File: config.mk
export PLATFORM = sky130hd
export DESIGN_NAME = us_fault_monitor
export DESIGN_NICKNAME = d
export VERILOG_FILES = /design/src/rtl/us_fault_pkg.sv /design/src/rtl/us_msg_sender.sv /design/src/rtl/us_fault_monitor.sv
export SDC_FILE = /design/constraint.sdc
export NUM_CORES = 1
export LEC_CHECK = 0
export BUFFER_PORTS_ARGS = -buffer_cell sky130_fd_sc_hd__buf_2
export CELL_PAD_IN_SITES_DETAIL_PLACEMENT = 1
export CELL_PAD_IN_SITES_GLOBAL_PLACEMENT = 1
export CORE_MARGIN = 2
export CORE_UTILIZATION = 47
export CTS_CLUSTER_SIZE = 14
export DETAILED_ROUTE_END_ITERATION = 8
export PLACE_DENSITY_LB_ADDON = 0.08
export SLEW_MARGIN = 0
export SYNTH_ARGS = -nofsm -noshare
export SYNTH_HDL_FRONTEND = slang
export SYNTH_HIERARCHICAL = 1
export SYNTH_SLANG_ARGS = --single-unit
File: constraint.sdc
create_clock -name clk_50M -period 3.5 [get_ports clk_50M]
set_input_delay 0.525 -clock clk_50M [delete_from_list [all_inputs] [get_ports clk_50M]]
set_output_delay 0.525 -clock clk_50M [all_outputs]
set_load 0.05 [all_outputs]
File: src/rtl/us_fault_pkg.sv
// Shared ping states and report text for the ultrasonic fault monitor.
package us_fault_pkg;
  typedef enum logic [2:0] {IDLE, TRIG, WAIT_RISE, MEAS, EVAL, HOLD} ping_state_e;

  localparam int MSG_LEN = 10;
  localparam int CH_IDX = 7;
  localparam logic [7:0] ASCII_ONE = 8'h31;
  // Byte 0 is the leftmost character; CH_IDX is overwritten with the channel digit.
  localparam logic [0:MSG_LEN-1][7:0] MSG_ROM = "FIM-CSU1-#";
endpackage

File: src/rtl/us_msg_sender.sv
// Pending-fault arbitration and byte streaming of the channel-tagged report.
module us_msg_sender
  import us_fault_pkg::*;
#(
  parameter int N_CH = 2,
  parameter int CH_W = 1
) (
  input  logic            clk_50M,
  input  logic            rst_n,
  input  logic            node_flag,
  input  logic            fault_set,
  input  logic [CH_W-1:0] fault_idx,
  input  logic            tx_ready,
  output logic [7:0]      tx_data,
  output logic            tx_valid,
  output logic            busy
);
  localparam int IDX_W = $clog2(MSG_LEN);

  logic [N_CH-1:0]  pend, pend_n;
  logic             permit;
  logic [CH_W-1:0]  cur_ch, low_ch;
  logic [IDX_W-1:0] idx;
  logic             accept, last, start;

  assign accept   = busy && tx_ready;
  assign last     = accept && (idx == IDX_W'(MSG_LEN-1));
  assign start    = permit && !busy && (|pend);
  assign tx_valid = busy;

  always_comb begin
    low_ch = '0;
    for (int i = N_CH-1; i >= 0; i--)
      if (pend[i]) low_ch = CH_W'(i);
  end

  // Clear the reported channel first so a fault landing in the same cycle re-arms it.
  always_comb begin
    pend_n = pend;
    for (int i = 0; i < N_CH; i++) begin
      if (last && cur_ch == CH_W'(i)) pend_n[i] = 1'b0;
      if (fault_set && fault_idx == CH_W'(i)) pend_n[i] = 1'b1;
    end
  end

  always_comb begin
    tx_data = '0;
    if (busy)
      tx_data = (idx == IDX_W'(CH_IDX)) ? ASCII_ONE + 8'(cur_ch) : MSG_ROM[idx];
  end

  always_ff @(posedge clk_50M or negedge rst_n) begin
    if (!rst_n) begin
      pend   <= '0;
      permit <= 1'b0;
      busy   <= 1'b0;
      cur_ch <= '0;
      idx    <= '0;
    end else begin
      pend <= pend_n;
      if (node_flag)  permit <= 1'b1;
      else if (last)  permit <= 1'b0;
      if (start) begin
        busy   <= 1'b1;
        cur_ch <= low_ch;
        idx    <= '0;
      end else if (last) begin
        busy <= 1'b0;
        idx  <= '0;
      end else if (accept) begin
        idx <= idx + IDX_W'(1);
      end
    end
  end
endmodule

File: src/rtl/us_fault_monitor.sv
// Round-robin ultrasonic ping/measure FSM with fault window check feeding the report sender.
module us_fault_monitor
  import us_fault_pkg::*;
#(
  parameter int N_CH        = 2,
  parameter int CNT_W       = 16,
  parameter int TRIG_CYC    = 500,
  parameter int WIN_LO      = 17000,
  parameter int WIN_HI      = 19000,
  parameter int TIMEOUT_CYC = 60000,
  parameter int PERIOD_CYC  = 3000000,
  localparam int CH_W       = (N_CH > 1) ? $clog2(N_CH) : 1
) (
  input  logic             clk_50M,
  input  logic             rst_n,
  input  logic             key_flag,
  input  logic             node_flag,
  input  logic [N_CH-1:0]  us_echo,
  output logic [N_CH-1:0]  us_trig,
  output logic             fault_detect,
  output logic [CH_W-1:0]  fault_ch,
  output logic [CNT_W-1:0] echo_width,
  output logic [7:0]       tx_data,
  output logic             tx_valid,
  input  logic             tx_ready,
  output logic             busy
);
  logic [N_CH-1:0]  echo_s1, echo_s2;
  logic             echo;
  ping_state_e      state, state_n;
  logic [CNT_W-1:0] cnt;
  logic [31:0]      per_cnt;
  logic [CH_W-1:0]  ch;
  logic             trig_done, rise_to, meas_done, period_done, in_win;

  assign echo        = echo_s2[ch];
  assign trig_done   = cnt == CNT_W'(TRIG_CYC-1);
  assign rise_to     = cnt == CNT_W'(TIMEOUT_CYC-1);
  assign meas_done   = !echo || (cnt == CNT_W'(TIMEOUT_CYC));
  assign period_done = per_cnt >= 32'(PERIOD_CYC-1);
  assign in_win      = (cnt > CNT_W'(WIN_LO)) && (cnt < CNT_W'(WIN_HI));

  always_ff @(posedge clk_50M or negedge rst_n) begin
    if (!rst_n) begin
      echo_s1 <= '0;
      echo_s2 <= '0;
      state   <= IDLE;
    end else begin
      echo_s1 <= us_echo;
      echo_s2 <= echo_s1;
      state   <= state_n;
    end
  end

  always_comb begin
    state_n = state;
    if (!key_flag) state_n = IDLE;
    else begin
      case (state)
        IDLE:      state_n = TRIG;
        TRIG:      if (trig_done) state_n = WAIT_RISE;
        WAIT_RISE: if (echo) state_n = MEAS; else if (rise_to) state_n = HOLD;
        MEAS:      if (meas_done) state_n = EVAL;
        EVAL:      state_n = HOLD;
        HOLD:      if (period_done) state_n = TRIG;
        default:   state_n = IDLE;
      endcase
    end
  end

  // per_cnt restarts on every TRIG entry so HOLD enforces start-to-start spacing.
  always_ff @(posedge clk_50M or negedge rst_n) begin
    if (!rst_n) begin
      cnt          <= '0;
      per_cnt      <= '0;
      ch           <= '0;
      us_trig      <= '0;
      fault_detect <= 1'b0;
      fault_ch     <= '0;
      echo_width   <= '0;
    end else begin
      us_trig      <= '0;
      fault_detect <= 1'b0;
      per_cnt      <= per_cnt + 32'd1;
      if (!key_flag) begin
        cnt     <= '0;
        per_cnt <= '0;
      end else begin
        case (state)
          IDLE: per_cnt <= '0;
          TRIG: begin
            us_trig[ch] <= 1'b1;
            cnt <= trig_done ? '0 : cnt + CNT_W'(1);
          end
          WAIT_RISE: begin
            if (echo) cnt <= CNT_W'(1);
            else if (rise_to) begin
              cnt        <= '0;
              echo_width <= '0;
            end else cnt <= cnt + CNT_W'(1);
          end
          MEAS: if (!meas_done) cnt <= cnt + CNT_W'(1);
          EVAL: begin
            echo_width <= cnt;
            cnt        <= '0;
            if (in_win) begin
              fault_detect <= 1'b1;
              fault_ch     <= ch;
            end
          end
          HOLD: if (period_done) begin
            per_cnt <= '0;
            ch      <= (ch == CH_W'(N_CH-1)) ? '0 : ch + CH_W'(1);
          end
          default: ;
        endcase
      end
    end
  end

  us_msg_sender #(.N_CH(N_CH), .CH_W(CH_W)) u_sender (
    .clk_50M  (clk_50M),
    .rst_n    (rst_n),
    .node_flag(node_flag),
    .fault_set(fault_detect),
    .fault_idx(fault_ch),
    .tx_ready (tx_ready),
    .tx_data  (tx_data),
    .tx_valid (tx_valid),
    .busy     (busy)
  );
endmodule

==> impl_metrics.json, run 1 <==
{
  "status": "finished, final reports clean",
  "cp_cell_sequence": "or3b_1 -> or4_4 -> or2_1 -> o31ai_2 -> nand3_2 -> a22o_1",
  "crit_type": "reg2reg",
  "htreeDepth": 3,
  "num_antenna_cells": 0,
  "synth_cell_types": 64,
  "period_share_pct": 80.61,
  "p_leak_nw": 2.229,
  "place_congestion": 0.9326,
  "synthCells": 485,
  "drive_gt1_share_pct": 13.62,
  "synth_warnings": 6,
  "multi_input_area_um2": 2278,
  "cts_root_buf": "clkbuf_8",
  "tns_ns": 0,
  "hold_buffers": 0,
  "setup_ws_ns": 0.6785,
  "vias": 3713,
  "finalCriticalPeriod_ns": 2.821,
  "synth_area_um2": 4596,
  "insertion_delay_ns": 0.37,
  "grt_start_max_net_pins": 63,
  "layout.nets": 528,
  "path_clk_slew_ns": 0.08,
  "die_y_um": 102.9,
  "gr-total-overflow": 0,
  "dpl_worst_slack_ns": 0.6954,
  "tightest_slew_ns": 0.9838,
  "ys_seq_area_share_pct": 46.28,
  "drt_wl_total_um": 10740,
  "cts_setup_buffers": 0,
  "grt_pass1_wl_um": 18520,
  "core-area_um2": 9639,
  "cp.required_ns": 3.76,
  "vias_per_cell": 5.739,
  "max-cap-violations": 0,
  "port_buffers": 35,
  "cts.sinks": 85,
  "drc": 0,
  "rows": 36,
  "syn_avg_cell_area_um2": 9.476,
  "cp.arrival_ns": 3.08,
  "hold_slack_ns": 0.2230,
  "clock_skew_ns": 0.008286,
  "hp-class": "in2async",
  "crit_buf_inv": 0,
  "finalSetupViolCount": 0,
  "worst-path-max-fanout": 16,
  "critPathTopFamily": "simple AND/OR/NAND/NOR gates",
  "async_flop_share_pct": 100.0,
  "cts-resized-gates": 0,
  "p_total_mw": 2.460,
  "rsz0062_at_grt": "no",
  "firstDrtPassIters": 4,
  "startpoint_type": "flip-flop",
  "clockBufferDepth": 2,
  "dp_hpwl_um": 7577,
  "antenna_left": 0,
  "synth_nets": 504,
  "antenna_found_initial": 0,
  "io_pins": 37,
  "peakVddDrop_mv": 0.3137,
  "synth_edf_count": 0,
  "gr-usage-all-layers_pct": 22.57,
  "start_util_pct": 47.68,
  "slew_headroom_pct": 34.02,
  "critPathMaxStageDelay_ns": 0.56,
  "drt_iter0_drc": 150,
  "ys_ff_latch": 85,
  "grt_pass1_vias": 3745,
  "die_area_um2": 10590,
  "syn2layout_area_growth_pct": 10.10,
  "end_kind": "flip-flop",
  "fill_cells": 1144,
  "cts_buffers": 9,
  "crit_path_top_delay_cell": "or4_4",
  "area.sequential_um2": 2127,
  "place_area_um2": 4851,
  "stdcell_area_um2": 5060,
  "finalHoldViolCount": 0,
  "cts_tree": "done",
  "wire_per_inst_um": 16.60,
  "synth_ff_type": "dfrtp_1",
  "slew_viol_final": 0,
  "power_density_nw_per_um2": 486.3,
  "die_x_um": 102.9,
  "fmax_ghz": 0.3544
}
==> synth_stat cells (11+ instances only) <==
master / count / area share (%)
xor2_1: 11 / 2.1
nand3_1: 27 / 2.9
dfrtp_1: 85 / 46
a22o_1: 26 / 5.0
and3_1: 15 / 2.0
inv_1: 19 / 1.6
a21oi_1: 15 / 1.6
o21ai_0: 21 / 2.3
nor3_1: 18 / 2.0
ha_1: 12 / 3.3
clkbuf_1: 15 / 1.2
nand2_1: 33 / 2.7
nor2_1: 59 / 4.8
xnor2_1: 16 / 3.0
==> layout make-up <==
class                      instances  share of cell area (%)
timing repair buffer              39                   4.105
inverter                          19                   1.409
clock buffer                      11                   2.992
multi-input combinational        355                   45.03
clock inverter                     5                   1.137
sequential                        85                   42.04
tap                              133                   3.289
==> registers in the layout (all words and copies together) (netlist names) <==
register and flops:
fault_detect 1, cnt 16, echo_width 16, ch 1, echo_s2 2, echo_s1 2
u_sender/permit 1, fault_ch 1, u_sender/pend 2, us_trig 2, state 3, u_sender/idx 4
u_sender/busy 1, per_cnt 32, u_sender/cur_ch 1
==> worst reg2reg max path, cell delays in order (launching register included) <==
cell,delay (ns)
dfrtp_1,0.53
or3b_1,0.43
or4_4,0.56
or2_1,0.29
o31ai_2,0.26
nand3_2,0.34
a22o_1,0.30
==> cells in the final DEF (no fill, tap or decap), drive strengths merged, types with 3 or more instances in the layout <==
cell | synthesis | routed
a211oi | 3 | 3
a21o | 3 | 3
a21oi | 15 | 15
a22o | 26 | 26
a31oi | 4 | 4
a32o | 3 | 3
and2 | 3 | 3
and3 | 16 | 16
buf | 11 | 39
clkbuf | 15 | 11
clkinv | 0 | 3
dfrtp | 85 | 85
ha | 12 | 12
inv | 19 | 20
nand2 | 33 | 33
nand2b | 8 | 8
nand3 | 28 | 28
nand4 | 4 | 4
nor2 | 59 | 59
nor2b | 6 | 6
nor3 | 18 | 18
nor4 | 11 | 11
o211a | 3 | 3
o211ai | 5 | 5
o21a | 3 | 3
o21ai | 22 | 22
o2bb2ai | 4 | 4
o31ai | 4 | 4
or3 | 5 | 5
xnor2 | 16 | 16
xor2 | 11 | 11
==> per-layer routing <==
metal | vias up | GRT usage (%) | share of wire (%)
met5 | - | 0 | 0
met4 | 0 | 9.008 | 1.7
met3 | 13 | 3.458 | 2.0
met2 | 42 | 37.91 | 49
met1 | 1873 | 29.36 | 48
li1 | 1785 | - | -
==> report_power, final <==
| part | leakage (nW) | total (mW) | internal, mW | switching (mW) |
|---|---|---|---|---|
| Combinational | 0.961 | 0.608 | 0.185 | 0.423 |
| Clock | 0.110 | 0.732 | 0.370 | 0.362 |
| Sequential | 1.16 | 1.12 | 1.02 | 0.0986 |
| Total | 2.23 | 2.46 | 1.58 | 0.884 |
==> final timing paths <==
path / from / endpoint / slack (ns) / cells past startpoint
min in group clk_50M: us_echo[1] / echo_s1[1]$_DFF_PN0_ / 0.25 / 1
max: cnt[9]$_DFFE_PN0P_ / echo_width[14]$_DFFE_PN0P_ / 0.68 / 6
max in group asynchronous: rst_n / cnt[4]$_DFFE_PN0P_ / 2.58 / 2
min: rst_n / u_sender/idx[2]$_DFFE_PN0P_ / 0.22 / 1
max reg2reg: cnt[9]$_DFFE_PN0P_ / echo_width[14]$_DFFE_PN0P_ / 0.68 / 6
min reg2reg: echo_s1[0]$_DFF_PN0_ / echo_s2[0]$_DFF_PN0_ / 0.36 / 0
==> kinds of logic (layout without fill, tap and decap cells) <==
| kind of cell | Yosys count | in the layout | share of synthesized area (%) |
|---|---|---|---|
| adders and majority gates | 12 | 12 | 3.267 |
| xor gates and xnor gates | 27 | 27 | 5.146 |
| DFF | 85 | 85 | 46.28 |
| muxes | 3 | 3 | 0.7078 |
| buffers and inverters | 45 | 74 | 4.546 |
| AOI/OAI and AO/OA | 109 | 109 | 17.37 |
| and+or+nand+nor | 203 | 203 | 22.60 |
| other | 1 | 1 | 0.08160 |
==> stage by stage <==
step                      utilization, %  std cells
after floorplan                        -        485
after global placement             50.32        631
after detailed placement           50.32        631
after CTS                          52.49        647
after global routing               52.49        647
final                              52.49        647
No activity file was read; power rests on OpenSTA's default activity.
==> run 2, diff against run 1 <==
Settings changed: CORE_UTILIZATION 47 to 42.
Clock period 3.5 ns to 2.47 ns, I/O delays scaled along.
==> run 2 against run 1 <==
Effect of this change:
- maximum frequency up 19%
- global-route usage shrank 0.63 points
- via count up 4.9%
- clock power up 29%
- combinational power grew 49%
- power is 40% higher
- clock skew grew 0.011 ns
- die area is 11% higher
==> impl_metrics.json, run 2 (synthesis results as in run 1) <==
{
  "status": "finished, final reports clean",
  "die_x_um": 108.6,
  "crit_path_top_delay_cell": "or4_4",
  "place_congestion": 0.9223,
  "worst-path-max-fanout": 8,
  "p_sw_share_pct": 37.84,
  "reg_top3": "per_cnt x32, cnt x16, echo_width x16",
  "grt_start_max_net_pins": 54,
  "core-area_um2": 10750,
  "num_antenna_cells": 0,
  "largest_reg_flops": 32,
  "r2r_end": "echo_width[8]$_DFFE_PN0P_",
  "dr_wl_met2_um": 5746,
  "p_sw_mw": 1.301,
  "insertion_delay_ns": 0.38,
  "gr-total-overflow": 0,
  "tns_ns": 0,
  "grt_pass1_wl_um": 20290,
  "cp_cell_sequence": "or3b_4 -> or4_4 -> or2_4 -> o31ai_4 -> nand3_2 -> buf_4 -> a22o_1",
  "power_density_nw_per_um2": 634.6,
  "p_comb_share_pct": 26.3,
  "met1_length_um": 5806,
  "p_int_mw": 2.137,
  "met3_wirelength_um": 307,
  "cts.sinks": 85,
  "r2r_cells": 7,
  "r2r-start": "cnt[10]$_DFFE_PN0P_",
  "end_kind": "flip-flop",
  "finalSetupViolCount": 0,
  "hold_end": "echo_s1[0]$_DFF_PN0_",
  "slew_headroom_pct": 64.87,
  "critPathMaxStageDelay_ns": 0.45,
  "cts_root_buf": "clkbuf_8",
  "path_clk_slew_ns": 0.08,
  "gr-usage-all-layers_pct": 21.94,
  "peakVddDrop_mv": 0.6161,
  "finalCriticalPeriod_ns": 2.362,
  "p_leak_nw": 2.427,
  "cts_tree": "done",
  "grt_pass1_vias": 4078,
  "drc": 0,
  "clockBufferDepth": 2,
  "final_cell_mix": "83 x dfrtp_1, 58 x nor2_1, 45 x buf_4",
  "startpoint_type": "flip-flop",
  "io_pins": 37,
  "min_from": "us_echo[0]",
  "clockPowerShare_pct": 27.4,
  "dp_hpwl_um": 8625,
  "crit_type": "reg2reg",
  "tightest_slew_ns": 0.5238,
  "layout.nets": 571,
  "final_common_cell": "dfrtp_1",
  "top_layer_used": "met4",
  "drive_gt1_share_pct": 21.36,
  "wire_per_inst_um": 17.35,
  "cp.required_ns": 2.73,
  "vias": 3895,
  "rsz0062_at_grt": "no",
  "htreeDepth": 3,
  "start_util_pct": 42.77,
  "vias_per_cell": 5.588,
  "utilization_pct": 50.42,
  "slew_viol_final": 0,
  "hp-class": "in2reg",
  "cp.arrival_ns": 2.62,
  "cts_buffers": 9,
  "die_y_um": 108.6,
  "period_share_pct": 95.65,
  "seq_power_share_pct": 46.3,
  "max-cap-violations": 0,
  "antenna_found_initial": 0,
  "antenna_left": 0,
  "fmax_ghz": 0.4233,
  "syn2layout_area_growth_pct": 17.89,
  "clock_skew_ns": 0.01886,
  "hold_path_depth": 1,
  "largest-register": "per_cnt",
  "drt_iter0_drc": 231,
  "drt_wl_total_um": 12090,
  "rows": 38,
  "port_buffers": 35,
  "die_area_um2": 11800,
  "rrSetupSlack_ns": 0.11,
  "finalHoldViolCount": 0,
  "firstDrtPassIters": 4
}
run 2: per-stage QoR:
step / hold WS [ns] / worst slack [ns] / instances / power [mW] / cell area, um^2
after floorplan: 0.07491 / 0.008797 / 485 / 2.302 / 4602
after global placement: 0.3385 / 0.04766 / 676 / 2.488 / 5159
after detailed placement: 0.3370 / 0.001097 / 676 / 2.518 / 5159
after CTS: 0.09644 / 0.007937 / 693 / 3.457 / 5360
after global routing: 0.1002 / 0.004349 / 697 / 3.636 / 5418
final: 0.1086 / 0.1075 / 697 / 3.438 / 5418
run 2: worst max-delay path by stage:
stage	from	to	slack, ns
2_1_floorplan	cnt[10]$_DFFE_PN0P_	echo_width[10]$_DFFE_PN0P_	0.009
3_5_place_dp	state[2]$_DFFE_PN0P_	fault_ch$_DFFE_PN0P_	0.001
6_report	cnt[10]$_DFFE_PN0P_	echo_width[8]$_DFFE_PN0P_	0.11
4_1_cts	cnt[10]$_DFFE_PN0P_	cnt[7]$_DFFE_PN0P_	0.008
3_3_place_gp	cnt[10]$_DFFE_PN0P_	echo_width[5]$_DFFE_PN0P_	0.05
5_1_grt	cnt[0]$_DFFE_PN0P_	cnt[7]$_DFFE_PN0P_	0.004
run 2: area by class of cell:
cell class / instances / area [um^2]
fill: 1277 / 5328
multi-input combinational: 355 / 2306
sequential: 85 / 2130
timing repair buffer: 82 / 549.3
tap: 140 / 175.2
clock buffer: 10 / 137.6
inverter: 19 / 71.32
clock inverter: 6 / 48.80
run 2: worst max-delay path: cells and delay by family, from the launching register on:
family                 cells  cell delay, ns
AND/OR/NAND/NOR            4            1.25
AO/OA/AOI/OAI              2            0.43
flip-flops                 1            0.39
buffers and inverters      1            0.18
run 2: metal layers:
layer / track usage (%) / vias to the layer above
met5: 0 / -
li1: - / 1874
met4: 9.066 / 0
met2: 35.18 / 55
met3: 3.074 / 20
met1: 29.77 / 1946
run 2: power groups by stage:
stage	clock network [mW]	logic, mW	registers (mW)
after floorplan	0	0.732	1.57
after global placement	0	0.882	1.61
after detailed placement	0	0.901	1.62
after CTS	0.966	0.905	1.59
after global routing	1.04	0.985	1.61
final	0.943	0.904	1.59
run 2: timing repair:
item,in CTS,in global routing
hold buffers,1,0
hold endpoints to repair,32,0
resized for setup,1,8
endpoints found under the setup margin,1,33
gates cloned,0,0
pin swaps,0,5
buffers inserted,0,4
